$ cat src/rtl/multiword_add_pkg.sv
// Shared types and sizing helpers for the multi-word add/sub sequencer.
// Imported by the sequencer top and its adder.
package multiword_add_pkg;

  typedef enum logic [1:0] {
    IDLE = 2'd0,
    RUN  = 2'd1,
    DONE = 2'd2
  } state_t;

  function automatic int tw_f(input int width, input int words);
    return width * words;
  endfunction

  function automatic int idxw_f(input int words);
    return (words > 1) ? $clog2(words) : 1;
  endfunction

endpackage

$ cat src/rtl/lookahead_carry_adder.sv
// WIDTH-bit combinational adder built from generate/propagate terms.
// Carry for bit i+1 is g[i] | p[i] & c[i].
module lookahead_carry_adder #(
  parameter int WIDTH = 16
) (
  input  logic [WIDTH-1:0] a,
  input  logic [WIDTH-1:0] b,
  input  logic             cin,
  output logic [WIDTH-1:0] sum,
  output logic             cout
);

  logic [WIDTH-1:0] g;
  logic [WIDTH-1:0] p;
  logic [WIDTH:0]   c;

  assign g = a & b;
  assign p = a ^ b;

  always_comb begin
    c    = '0;
    c[0] = cin;
    for (int i = 0; i < WIDTH; i++) begin
      c[i+1] = g[i] | (p[i] & c[i]);
    end
  end

  assign sum  = p ^ c[WIDTH-1:0];
  assign cout = c[WIDTH];

endmodule

$ cat src/rtl/multiword_add_sequencer.sv
// Multi-precision add/subtract: one WIDTH-bit adder walked LSW-first
// over WORDS cycles with the carry chained through carry_q.
module multiword_add_sequencer
  import multiword_add_pkg::*;
#(
  parameter int WIDTH = 16,
  parameter int WORDS = 4,
  localparam int TW = tw_f(WIDTH, WORDS),
  localparam int IW = idxw_f(WORDS)
) (
  input  logic          clk,
  input  logic          rst_n,
  input  logic          start_valid,
  output logic          start_ready,
  input  logic          sub,
  input  logic [TW-1:0] op_a,
  input  logic [TW-1:0] op_b,
  output logic          res_valid,
  input  logic          res_ready,
  output logic [TW-1:0] result,
  output logic          cout,
  output logic          ovf,
  output logic          busy
);

  state_t state, state_n;

  logic [TW-1:0]    a_q;
  logic [TW-1:0]    b_q;
  logic             sub_q;
  logic [IW-1:0]    idx_q;
  logic             carry_q;
  logic [TW-1:0]    acc_q;
  logic [TW-1:0]    acc_n;
  logic [TW-1:0]    res_q;
  logic             cout_q;
  logic             ovf_q;

  logic [WIDTH-1:0] a_w;
  logic [WIDTH-1:0] b_w;
  logic [WIDTH-1:0] sum_w;
  logic             co_w;
  logic             cin_msb;
  logic             last;
  logic             accept;

  assign accept  = (state == IDLE) && start_valid;
  assign last    = (idx_q == IW'(WORDS - 1));

  assign a_w     = a_q[int'(idx_q) * WIDTH +: WIDTH];
  assign b_w     = b_q[int'(idx_q) * WIDTH +: WIDTH] ^ {WIDTH{sub_q}};
  assign cin_msb = sum_w[WIDTH-1] ^ a_w[WIDTH-1] ^ b_w[WIDTH-1];

  lookahead_carry_adder #(
    .WIDTH(WIDTH)
  ) u_add (
    .a   (a_w),
    .b   (b_w),
    .cin (carry_q),
    .sum (sum_w),
    .cout(co_w)
  );

  // Words build up in acc_q so the visible result only changes on completion.
  always_comb begin
    acc_n = acc_q;
    acc_n[int'(idx_q) * WIDTH +: WIDTH] = sum_w;
  end

  always_ff @(posedge clk or negedge rst_n) begin
    if (!rst_n) state <= IDLE;
    else        state <= state_n;
  end

  always_comb begin
    state_n = state;
    unique case (state)
      IDLE:    if (start_valid) state_n = RUN;
      RUN:     if (last)        state_n = DONE;
      DONE:    if (res_ready)   state_n = IDLE;
      default:                  state_n = IDLE;
    endcase
  end

  always_ff @(posedge clk or negedge rst_n) begin
    if (!rst_n) begin
      a_q     <= '0;
      b_q     <= '0;
      sub_q   <= 1'b0;
      idx_q   <= '0;
      carry_q <= 1'b0;
      acc_q   <= '0;
      res_q   <= '0;
      cout_q  <= 1'b0;
      ovf_q   <= 1'b0;
    end else if (accept) begin
      a_q     <= op_a;
      b_q     <= op_b;
      sub_q   <= sub;
      carry_q <= sub;
      idx_q   <= '0;
      acc_q   <= '0;
    end else if (state == RUN) begin
      acc_q   <= acc_n;
      carry_q <= co_w;
      if (last) begin
        res_q  <= acc_n;
        cout_q <= co_w;
        ovf_q  <= cin_msb ^ co_w;
      end else begin
        idx_q  <= idx_q + 1'b1;
      end
    end
  end

  assign start_ready = (state == IDLE);
  assign res_valid   = (state == DONE);
  assign busy        = (state != IDLE);
  assign result      = res_q;
  assign cout        = cout_q;
  assign ovf         = ovf_q;

endmodule

$ cat config.mk
export PLATFORM = sky130hd
export DESIGN_NAME = multiword_add_sequencer
export DESIGN_NICKNAME = d
export VERILOG_FILES = /design/src/rtl/multiword_add_pkg.sv /design/src/rtl/lookahead_carry_adder.sv /design/src/rtl/multiword_add_sequencer.sv
export SDC_FILE = /design/constraint.sdc
export NUM_CORES = 1
export LEC_CHECK = 0
export CAP_MARGIN = 20
export CORE_ASPECT_RATIO = 0.5
export CORE_UTILIZATION = 29
export DETAILED_ROUTE_END_ITERATION = 12
export HOLD_SLACK_MARGIN = 0.06
export REMOVE_ABC_BUFFERS = 1
export SKIP_CTS_REPAIR_TIMING = 1
export SYNTH_ARGS = -nofsm -noshare
export SYNTH_HDL_FRONTEND = slang
export SYNTH_SLANG_ARGS = --single-unit
export TNS_END_PERCENT = 10
$ cat constraint.sdc
create_clock -name clk -period 23.4 [get_ports clk]
set_input_delay 5.85 -clock clk [delete_from_list [all_inputs] [get_ports clk]]
set_output_delay 5.85 -clock clk [all_outputs]
set_load 0.01 [all_outputs]
==> metrics.yaml, run 1 <==
outcome: "finished clean"
die_w_um: 287
timing.fmax_ghz: 0.111
r2r_end: "ovf$_DFFE_PN0P_"
grt_usage_pct: 14.6
drt_iter0_drc: 561
drv_cap: 0
vdd_ir_drop_max_mv: 0.120
cts_root_buf: "clkbuf_16"
worstSetupPathType: "register to register"
drive_above_1_share_pct: 17.9
cts.path.max_buffers: 3
setup_slack_ns: 14.35
whs_path_depth: 2
hold_viol: 0
setup_viol: 0
dr.pass1.iters: 5
syn_area_um2: 11700
antenna_left: 0
end_kind: "register"
die_area_um2: 41300
pin_count: 202
rsz0062_at_grt: "false"
htree_num_levels: 1
yosysWarningCount: 0
max_stage_delay_ns: 0.85
critical_path.most_common_cell: "fa_1"
drcViolationCount: 0
syn_area_per_cell_um2: 12.2
yosys.cell_types.count: 35
slew_headroom_pct: 26.2
leakage_nw: 6.21
hold_end: "acc_q[22]$_DFFE_PN0P_"
grt_max_degree: 134
synth.ff_latch_count: 264
worstSkewPairLatency_ns: 0.53
grt_pass1_vias: 8270
min_path_type: "register to register"
clock_sinks: 264
cts_buffers: 28
num_vias: 8007
required_ns: 23.80
wl_um: 30300
fin_setup_tns_ns: 0
wire_per_inst_um: 17.9
grt_pass1_wl_um: 47100
synth_cells: 960
place_congestion: 0.778
finalClockSkew_ns: 0.00816
vias_per_cell: 4.74
gr-total-overflow: 0
io_buffers: 201
area_growth_pct: 28.2
core_area_um2: 39400
ys_seq_area_share_pct: 56.3
path_delay_family: "adder cells"
worst-path-buf-inv: 0
cp-start-kind: "register"
fillers: 3740
finalCriticalPeriod_ns: 9.05
die_y_um: 144
post-place-ws_ns: 14.22
clk_pin_slew_ns: 0.06
dp_hpwl_um: 21000
start_util_pct: 29.8
drv_slew: 0
slowest_stage: "dfrtp_2"
rows: 51
cts_tree: "done"
timing.rr.start: "idx_q[0]$_DFFE_PN0P_"
fin_crit_sh_pct: 38.7
hp-start: "acc_q[22]$_DFFE_PN0P_"
timing.critical_path.cells: "mux4_2, xnor2_1, fa_1, fa_1, fa_1, fa_1, fa_1, fa_1, fa_1, fa_1, fa_1, fa_1, fa_1, fa_1, fa_1, fa_1, fa_1, fa_1, xor2_1, xnor2_1, xnor2_1, o21ai_1"
nets: 1294
r2r_slack_ns: 14.35
antenna_found_initial: 4
rr_worst_depth: 22
worst_pin_slew_ns: 1.11
p_per_area_nw_per_um2: 171
worstPathMaxFanout: 21
crit_arrival_ns: 9.45
-- routing by layer --
metal  vias up  part of all wire, %  global-route usage (%)
met2       120                   54                    26.7
met3        41                  3.1                    1.92
met1      4170                   41                    18.1
met5         -                    0                       0
met4         0                  2.2                    4.14
li1       3676                    -                       -
-- Yosys cell counts (all sizes together) --
master   count  share of area [%]
fa          16                2.7
a21oi       51                2.2
nor3b        1              0.064
nor2        50                1.6
o21bai       1              0.064
buf         30                2.0
xnor2       18                1.4
clkbuf      29               0.93
mux2       130                 12
nand4bb      2               0.19
mux4        32                6.1
a21o         4               0.26
a2bb2oi     16                1.2
and2b        2               0.13
nand4        1              0.053
ha           6               0.64
o21ai      131                5.6
nand4b       2               0.20
and2         1              0.075
nand3b       1              0.064
xor2         1              0.075
nand2b       3               0.16
a22o         3               0.22
inv         27               0.86
dfrtp      264                 56
nand2      137                4.4
or2          1              0.075
-- worst reg2reg max path, delay by kind of cell, from the launching register on --
kind	cells	cell delay, ns
muxes	1	0.62
AOI/OAI and AO/OA	1	0.07
adders and majority gates	16	6.75
DFF	1	0.85
xor gates and xnor gates	4	0.65
-- stage by stage --
| stage | cells | cell area (um^2) | utilization [%] | total power [mW] | hold slack, ns |
|---|---|---|---|---|---|
| final | 1691 | 15100 | 38.2 | 2.58 | 0.478 |
| after global routing | 1690 | 15000 | 38.2 | 2.75 | 0.504 |
| after CTS | 1687 | 15000 | 38.1 | 2.58 | 0.482 |
| after detailed placement | 1638 | 14100 | 35.9 | 2.15 | 0.469 |
| after global placement | 1638 | 14100 | 35.9 | 2.10 | 0.461 |
| after floorplan | 901 | 11400 | - | 1.64 | 0.450 |
-- worst max path at each step --
stage / from / endpoint / slack [ns] / cells past startpoint
4_1_cts: idx_q[0]$_DFFE_PN0P_ / ovf$_DFFE_PN0P_ / 14.21 / 22
2_1_floorplan: idx_q[0]$_DFFE_PN0P_ / ovf$_DFFE_PN0P_ / 13.99 / 22
5_1_grt: idx_q[0]$_DFFE_PN0P_ / ovf$_DFFE_PN0P_ / 13.93 / 22
3_5_place_dp: idx_q[0]$_DFFE_PN0P_ / ovf$_DFFE_PN0P_ / 14.22 / 22
6_report: idx_q[0]$_DFFE_PN0P_ / ovf$_DFFE_PN0P_ / 14.35 / 22
3_3_place_gp: idx_q[0]$_DFFE_PN0P_ / ovf$_DFFE_PN0P_ / 14.32 / 22
-- cells by family (layout without fill, tap and decap cells) --
group / after synthesis / count (layout) / synth area share [%]
other: 0 / 3 / 0
AOI/OAI and AO/OA: 206 / 206 / 9.50
muxes: 162 / 162 / 18.6
DFF: 264 / 264 / 56.3
xor gates and xnor gates: 19 / 19 / 1.48
and+or+nand+nor: 201 / 201 / 6.99
adders and majority gates: 22 / 22 / 3.37
buffers and inverters: 86 / 284 / 3.78
-- sequential cells by signal (all words and copies together), names as in the netlist --
register / count
ovf: 1
acc_q: 64
state: 2
idx_q: 2
carry_q: 1
a_q: 64
b_q: 64
result: 64
sub_q: 1
cout: 1
-- power by group --
part           leakage (nW)  internal [mW]  switching [mW]
Combinational          2.41          0.602           0.784
Sequential             3.37          0.647           0.115
Clock                 0.428          0.253           0.175
Total                  6.21           1.50            1.07
-- final cells by class --
class	instances	area [um^2]	area share, %
diodes	3	7.51	0.0499
clock buffers	45	836	5.55
clock inverters	4	47.5	0.316
inverters	27	101	0.673
multi-input cells	610	4700	31.2
flip-flops and latches	264	6610	43.9
well taps	530	663	4.41
repair buffers	208	2090	13.9
-- cells in the final DEF, fill, tap and decap left out, drive strengths merged --
master | synthesis | routed
nand4b | 2 | 2
ha | 6 | 6
nor2 | 50 | 50
clkinv | 0 | 2
xnor2 | 18 | 18
a21oi | 51 | 51
fa | 16 | 16
nor3b | 1 | 1
nand2b | 3 | 3
mux2 | 130 | 130
nand4bb | 2 | 2
mux4 | 32 | 32
a2bb2oi | 16 | 16
nand3b | 1 | 1
a21o | 4 | 4
or2 | 1 | 1
and2 | 1 | 1
a22o | 3 | 3
inv | 27 | 27
o21ai | 131 | 131
clkinvlp | 0 | 1
dfrtp | 264 | 264
nand4 | 1 | 1
bufinv | 0 | 1
buf | 30 | 8
o21bai | 1 | 1
clkbuf | 29 | 45
nand2 | 137 | 137
and2b | 2 | 2
xor2 | 1 | 1
clkdlybuf4s50 | 0 | 200
diode | 0 | 3
No activity file was read; power rests on OpenSTA's default activity.
==> inputs of run 2 (changes only) <==
Clock period 23.4 ns to 8.7 ns, I/O delays scaled along.
==> run 2 against run 1 <==
Sequential cell count unchanged; core utilization down 0.051 points; register-to-register slack worse by 14 ns; final area fell by 0.13%; combinational power grew to 2.7 times the previous value; critical path type unchanged.
==> metrics.yaml, run 2 (synthesized netlist as in run 1, its figures left out) <==
outcome: "finished clean"
clkPwrFrac_pct: 16.2  # -0.4 points
finalClockSkew_ns: 0.0170  # +0.00885 ns
htree_num_levels: 1  # unchanged
drv_cap: 0  # unchanged
cts_root_buf: "clkbuf_16"
cp-start-kind: "register"
finalCriticalPeriod_ns: 8.28  # -0.767 ns
cts_buffers: 27  # -3.6%
die_w_um: 287  # unchanged
dr.pass1.iters: 7  # +2
combinationalPowerShare_pct: 54.6  # +0.8 points
grt_pass1_wl_um: 48000  # +1.8%
p_sw_share_pct: 41.7  # +0.045 points
rows: 51  # unchanged
grt_usage_pct: 14.9  # +0.26 points
met1_usage_pct: 18.3  # +0.14 points
hold_viol: 0  # unchanged
gr-usage-met3_pct: 1.89  # -0.032 points
worstSetupPathType: "register to register"
cts_tree: "done"
gr-total-overflow: 0  # unchanged
use_met2_pct: 27.3  # +0.61 points
die_y_um: 144  # unchanged
setup_slack_ns: 0.418  # -13.93 ns
end_kind: "register"
power_frac_seq_pct: 29.1  # -0.5 points
path_delay_family: "adder cells"
final_common_cell: "dfrtp_1"
grt_busiest_layer: "met2"
die_area_um2: 41300  # unchanged
drt_iter0_drc: 546  # -2.7%
wire_per_inst_um: 18.2  # +1.7%
nets: 1296  # +0.15%
drcViolationCount: 0  # unchanged
pin_count: 202  # unchanged
mostFrequentLayoutCells: "dfrtp_1, clkdlybuf4s50_1, nand2_1"
worstSkewPairLatency_ns: 0.53  # about the same
fillers: 3704  # -0.96%
setup_viol: 0  # unchanged
fin_crit_sh_pct: 95.2  # +57 points
num_vias: 7957  # -0.62%
grt_pass1_vias: 8493  # +2.7%
vdd_ir_drop_max_mv: 0.270  # +120%
post-place-ws_ns: 0.353  # -13.87 ns
wl_um: 30800  # +1.7%
min_path_type: "register to register"
clk_pin_slew_ns: 0.06  # about the same
drv_slew: 0  # unchanged
timing.fmax_ghz: 0.121  # +9.3%
cts.path.max_buffers: 3  # unchanged
leakage_nw: 6.22  # about the same
final_cells: 1691  # unchanged
internal_power_mw: 4.04  # +170%
antenna_left: 0  # unchanged
antenna_found_initial: 2  # -2
clock_sinks: 264  # unchanged
worstPathMaxFanout: 4  # -81%
vias_per_cell: 4.71  # -0.62%
grt_max_degree: 134  # unchanged
timing.critical_path.cells: "mux4_2, xnor2_1, fa_1, fa_1, fa_1, fa_1, fa_1, fa_1, fa_1, fa_1, fa_1, fa_1, fa_1, fa_1, fa_1, fa_1, fa_1, fa_1, xor2_1, xnor2_1, xnor2_1, o21ai_1"
switchingPower_mw: 2.89  # +170%
dp_cells: 1641  # +0.18%
worst-path-buf-inv: 0  # unchanged
timing.hold.ws_ns: 0.477  # -0.000775 ns
drive_above_1_share_pct: 18.1  # +0.24 points
fin_setup_tns_ns: 0  # unchanged
worst_pin_slew_ns: 1.04  # -0.0693 ns
slew_headroom_pct: 30.8  # +4.6 points
place_congestion: 0.793  # +2.0%
crit_arrival_ns: 8.69  # -0.76 ns
post-route-util_pct: 38.2  # -0.051 points
core_area_um2: 39400  # unchanged
dp_hpwl_um: 21300  # +1.1%
max_stage_delay_ns: 0.53  # -0.32 ns
rsz0062_at_grt: "false"
io_buffers: 201  # unchanged
critical_path.most_common_cell: "fa_1"
p_per_area_nw_per_um2: 461  # +170%
slowest_stage: "fa_1"
area_growth_pct: 28.0
required_ns: 9.11  # -14.69 ns
start_util_pct: 29.8  # unchanged
-- run 2: power by group through the flow --
stage / Combinational [mW] / Clock (mW) / Sequential, mW
finish: 3.79 / 1.13 / 2.02
global placement: 3.69 / 0 / 2.01
CTS: 3.77 / 1.16 / 2.02
floorplan: 2.37 / 0 / 2.05
detailed placement: 3.76 / 0 / 2.04
global route: 4.09 / 1.21 / 2.09
-- run 2: per-layer routing --
metal	wire (um)	vias to the layer above
li1	-	3678
met1	12500	4087
met2	16300	145
met3	1080	47
met4	843	0
met5	0	-
-- run 2: layout make-up --
class / count / area, um^2 / share of cell area, %
Sequential cell: 264 / 6610 / 44.0
Multi-Input combinational cell: 610 / 4700 / 31.2
Timing Repair Buffer: 211 / 2100 / 14.0
Clock buffer: 43 / 806 / 5.36
Tap cell: 530 / 663 / 4.41
Inverter: 27 / 101 / 0.674
Clock inverter: 4 / 45.0 / 0.300
Antenna cell: 2 / 5.00 / 0.0333
-- run 2: metrics by stage --
step / total power [mW] / instance area, um^2
finish: 6.93 / 15000
global route: 7.39 / 15000
CTS: 6.96 / 15000
detailed placement: 5.80 / 14200
global placement: 5.70 / 14200
floorplan: 4.41 / 11400
-- run 2: worst paths after layout --
kind,startpoint,endpoint,slack [ns],depth (start not counted)
max in group asynchronous,rst_n,acc_q[25]$_DFFE_PN0P_,5.46,2
worst min-delay path,result[9]$_DFFE_PN0P_,result[9]$_DFFE_PN0P_,0.48,2
worst max-delay path,idx_q[0]$_DFFE_PN0P_,ovf$_DFFE_PN0P_,0.42,22
worst min register to register,result[9]$_DFFE_PN0P_,result[9]$_DFFE_PN0P_,0.48,2
min in group asynchronous,rst_n,b_q[13]$_DFFE_PN0P_,1.78,1
worst max register to register,idx_q[0]$_DFFE_PN0P_,ovf$_DFFE_PN0P_,0.42,22
-- run 2: worst reg2reg max path, delay by kind of cell (launching register included) --
kind	cells	cell delay (ns)
adder cells (fa/ha/maj)	16	6.52
XOR/XNOR	4	0.61
multiplexers	1	0.52
flip-flops	1	0.42
AO/OA/AOI/OAI	1	0.08
==> inputs of run 3 (changes only) <==
Settings changed: RECOVER_POWER set to 100, SLEW_MARGIN set to 20.
==> run 3 against run 2 <==
The run now ends with capacitance limit, slew limit left; maximum frequency is 0.52% lower; worst hold slack worse by 0.0051 ns; count of clock-buffer cells in the layout stayed put; wire length hardly changed; first-iteration DRC count is 2.9% lower; largest cell class unchanged; final area is 0.22% lower; sequential power hardly changed; setup slack worse by 0.043 ns; global-route usage stayed put; via count is 0.28% lower; core utilization is 0.086 points lower.
==> metrics.yaml, run 3 (synthesized netlist as in run 1, its figures left out) <==
drt_iter0_drc: 530  # -2.9%
end_kind: "register"
drv_slew: 235  # +235
whs_path_depth: 2  # unchanged
io_buffers: 201  # unchanged
setup_slack_ns: 0.375  # -0.0432 ns
place_congestion: 0.793  # unchanged
core_area_um2: 39400  # unchanged
min_path_type: "register to register"
vdd_ir_drop_max_mv: 0.274  # +1.4%
final_common_cell: "dfrtp_1"
antenna_found_initial: 2  # unchanged
clk_pin_slew_ns: 0.06  # about the same
placed_cell_area_um2: 14200  # unchanged
area_growth_pct: 27.7
setup_viol: 0  # unchanged
start_util_pct: 29.8  # unchanged
worstPathMaxFanout: 4  # unchanged
crit_arrival_ns: 8.70  # about the same
mostFrequentLayoutCells: "dfrtp_1, nand2_1, o21ai_0, clkdlybuf4s50_1, mux2_2"
cts.path.max_buffers: 3  # unchanged
finalCriticalPeriod_ns: 8.33  # +0.0432 ns
nets: 1295  # -0.077%
wire_per_inst_um: 18.2  # about the same
cts_tree: "done"
fin_crit_sh_pct: 95.7  # +0.50 points
path_delay_family: "adder cells"
grt_pass1_vias: 8493  # unchanged
worst-path-buf-inv: 0  # unchanged
clock_sinks: 264  # unchanged
grt_max_degree: 134  # unchanged
die_y_um: 144  # unchanged
antenna_left: 0  # unchanged
worstSkewPairLatency_ns: 0.53  # about the same
outcome: "finished, violations left"
slowest_stage: "fa_1"
grt_pass1_wl_um: 48000  # unchanged
max_stage_delay_ns: 0.54  # about the same
critical_path.most_common_cell: "fa_1"
post-route-util_pct: 38.1  # -0.086 points
cp.depth: 22  # unchanged
rr_worst_depth: 22  # unchanged
drive_above_1_share_pct: 17.6  # -0.50 points
grt_usage_pct: 14.9  # unchanged
post-place-ws_ns: 0.353  # unchanged
die_w_um: 287  # unchanged
finalClockSkew_ns: 0.0171  # +0.0000513 ns
wl_um: 30800  # about the same
hold_viol: 0  # unchanged
cts_root_buf: "clkbuf_16"
cts_buffers: 27  # unchanged
final_cell_area_um2: 15000  # -0.22%
timing.critical_path.cells: "mux4_2, xnor2_1, fa_1, fa_1, fa_1, fa_1, fa_1, fa_1, fa_1, fa_1, fa_1, fa_1, fa_1, fa_1, fa_1, fa_1, fa_1, fa_1, xor2_1, xnor2_1, xnor2_1, o21ai_0"
htree_num_levels: 1  # unchanged
leakage_nw: 6.40  # +2.9%
die_area_um2: 41300  # unchanged
worst_pin_slew_ns: 5.88  # +4.84 ns
gr-total-overflow: 0  # unchanged
vias_per_cell: 4.70  # -0.22%
drv_cap: 3  # +3
dr.pass1.iters: 7  # unchanged
timing.fmax_ghz: 0.120  # -0.52%
worstSetupPathType: "register to register"
slew_headroom_pct: -292  # -320 points
pin_count: 202  # unchanged
dp_hpwl_um: 21300  # unchanged
rsz0062_at_grt: "false"
p_per_area_nw_per_um2: 461  # about the same
required_ns: 9.08  # -0.03 ns
violations: "capacitance limit, slew limit"
num_vias: 7935  # -0.28%
drcViolationCount: 0  # unchanged
cp-start-kind: "register"
rows: 51  # unchanged
==> run 3: area by class of cell <==
cell class | instances | area (um^2)
sequential | 264 | 6610
inverter | 27 | 101
antenna | 2 | 5.00
multi-input combinational | 610 | 4690
clock inverter | 4 | 45.0
timing repair buffer | 210 | 2070
fill | 3712 | 24400
tap | 530 | 663
clock buffer | 43 | 806
==> run 3: power by group <==
part / switching (mW) / internal [mW] / total (mW) / leakage, nW
registers: 0.275 / 1.74 / 2.02 / 3.37
logic: 2.13 / 1.64 / 3.77 / 2.61
clock network: 0.469 / 0.658 / 1.13 / 0.420
==> run 3: worst min-delay path, stage by stage (launching register included) <==
cell and delay [ns]:
dfrtp_1 0.34, nand2_1 0.04, o21ai_0 0.06
==> run 3: metrics by stage <==
| stage | TNS, ns | hold WS [ns] | cells | power (mW) |
|---|---|---|---|---|
| after floorplan | -3.52 | 0.450 | 901 | 4.41 |
| after global placement | 0 | 0.461 | 1641 | 5.70 |
| after detailed placement | 0 | 0.471 | 1641 | 5.80 |
| after CTS | 0 | 0.484 | 1688 | 6.96 |
| after global routing | 0 | 0.497 | 1690 | 7.38 |
| final | 0 | 0.472 | 1690 | 6.91 |
==> run 3: layer usage <==
metal / track usage (%) / wire length (um)
met1: 18.3 / 12500
met3: 1.89 / 905
met5: 0 / 0
met2: 27.3 / 16400
met4: 4.48 / 975
==> run 3: path summary, 6_finish.rpt <==
check / start / endpoint / slack (ns)
max reg2reg: idx_q[0]$_DFFE_PN0P_ / ovf$_DFFE_PN0P_ / 0.37
min: result[9]$_DFFE_PN0P_ / result[9]$_DFFE_PN0P_ / 0.47
min in group asynchronous: rst_n / b_q[13]$_DFFE_PN0P_ / 4.02
min reg2reg: result[9]$_DFFE_PN0P_ / result[9]$_DFFE_PN0P_ / 0.47
max: idx_q[0]$_DFFE_PN0P_ / ovf$_DFFE_PN0P_ / 0.37
max in group asynchronous: rst_n / result[40]$_DFFE_PN0P_ / 1.29
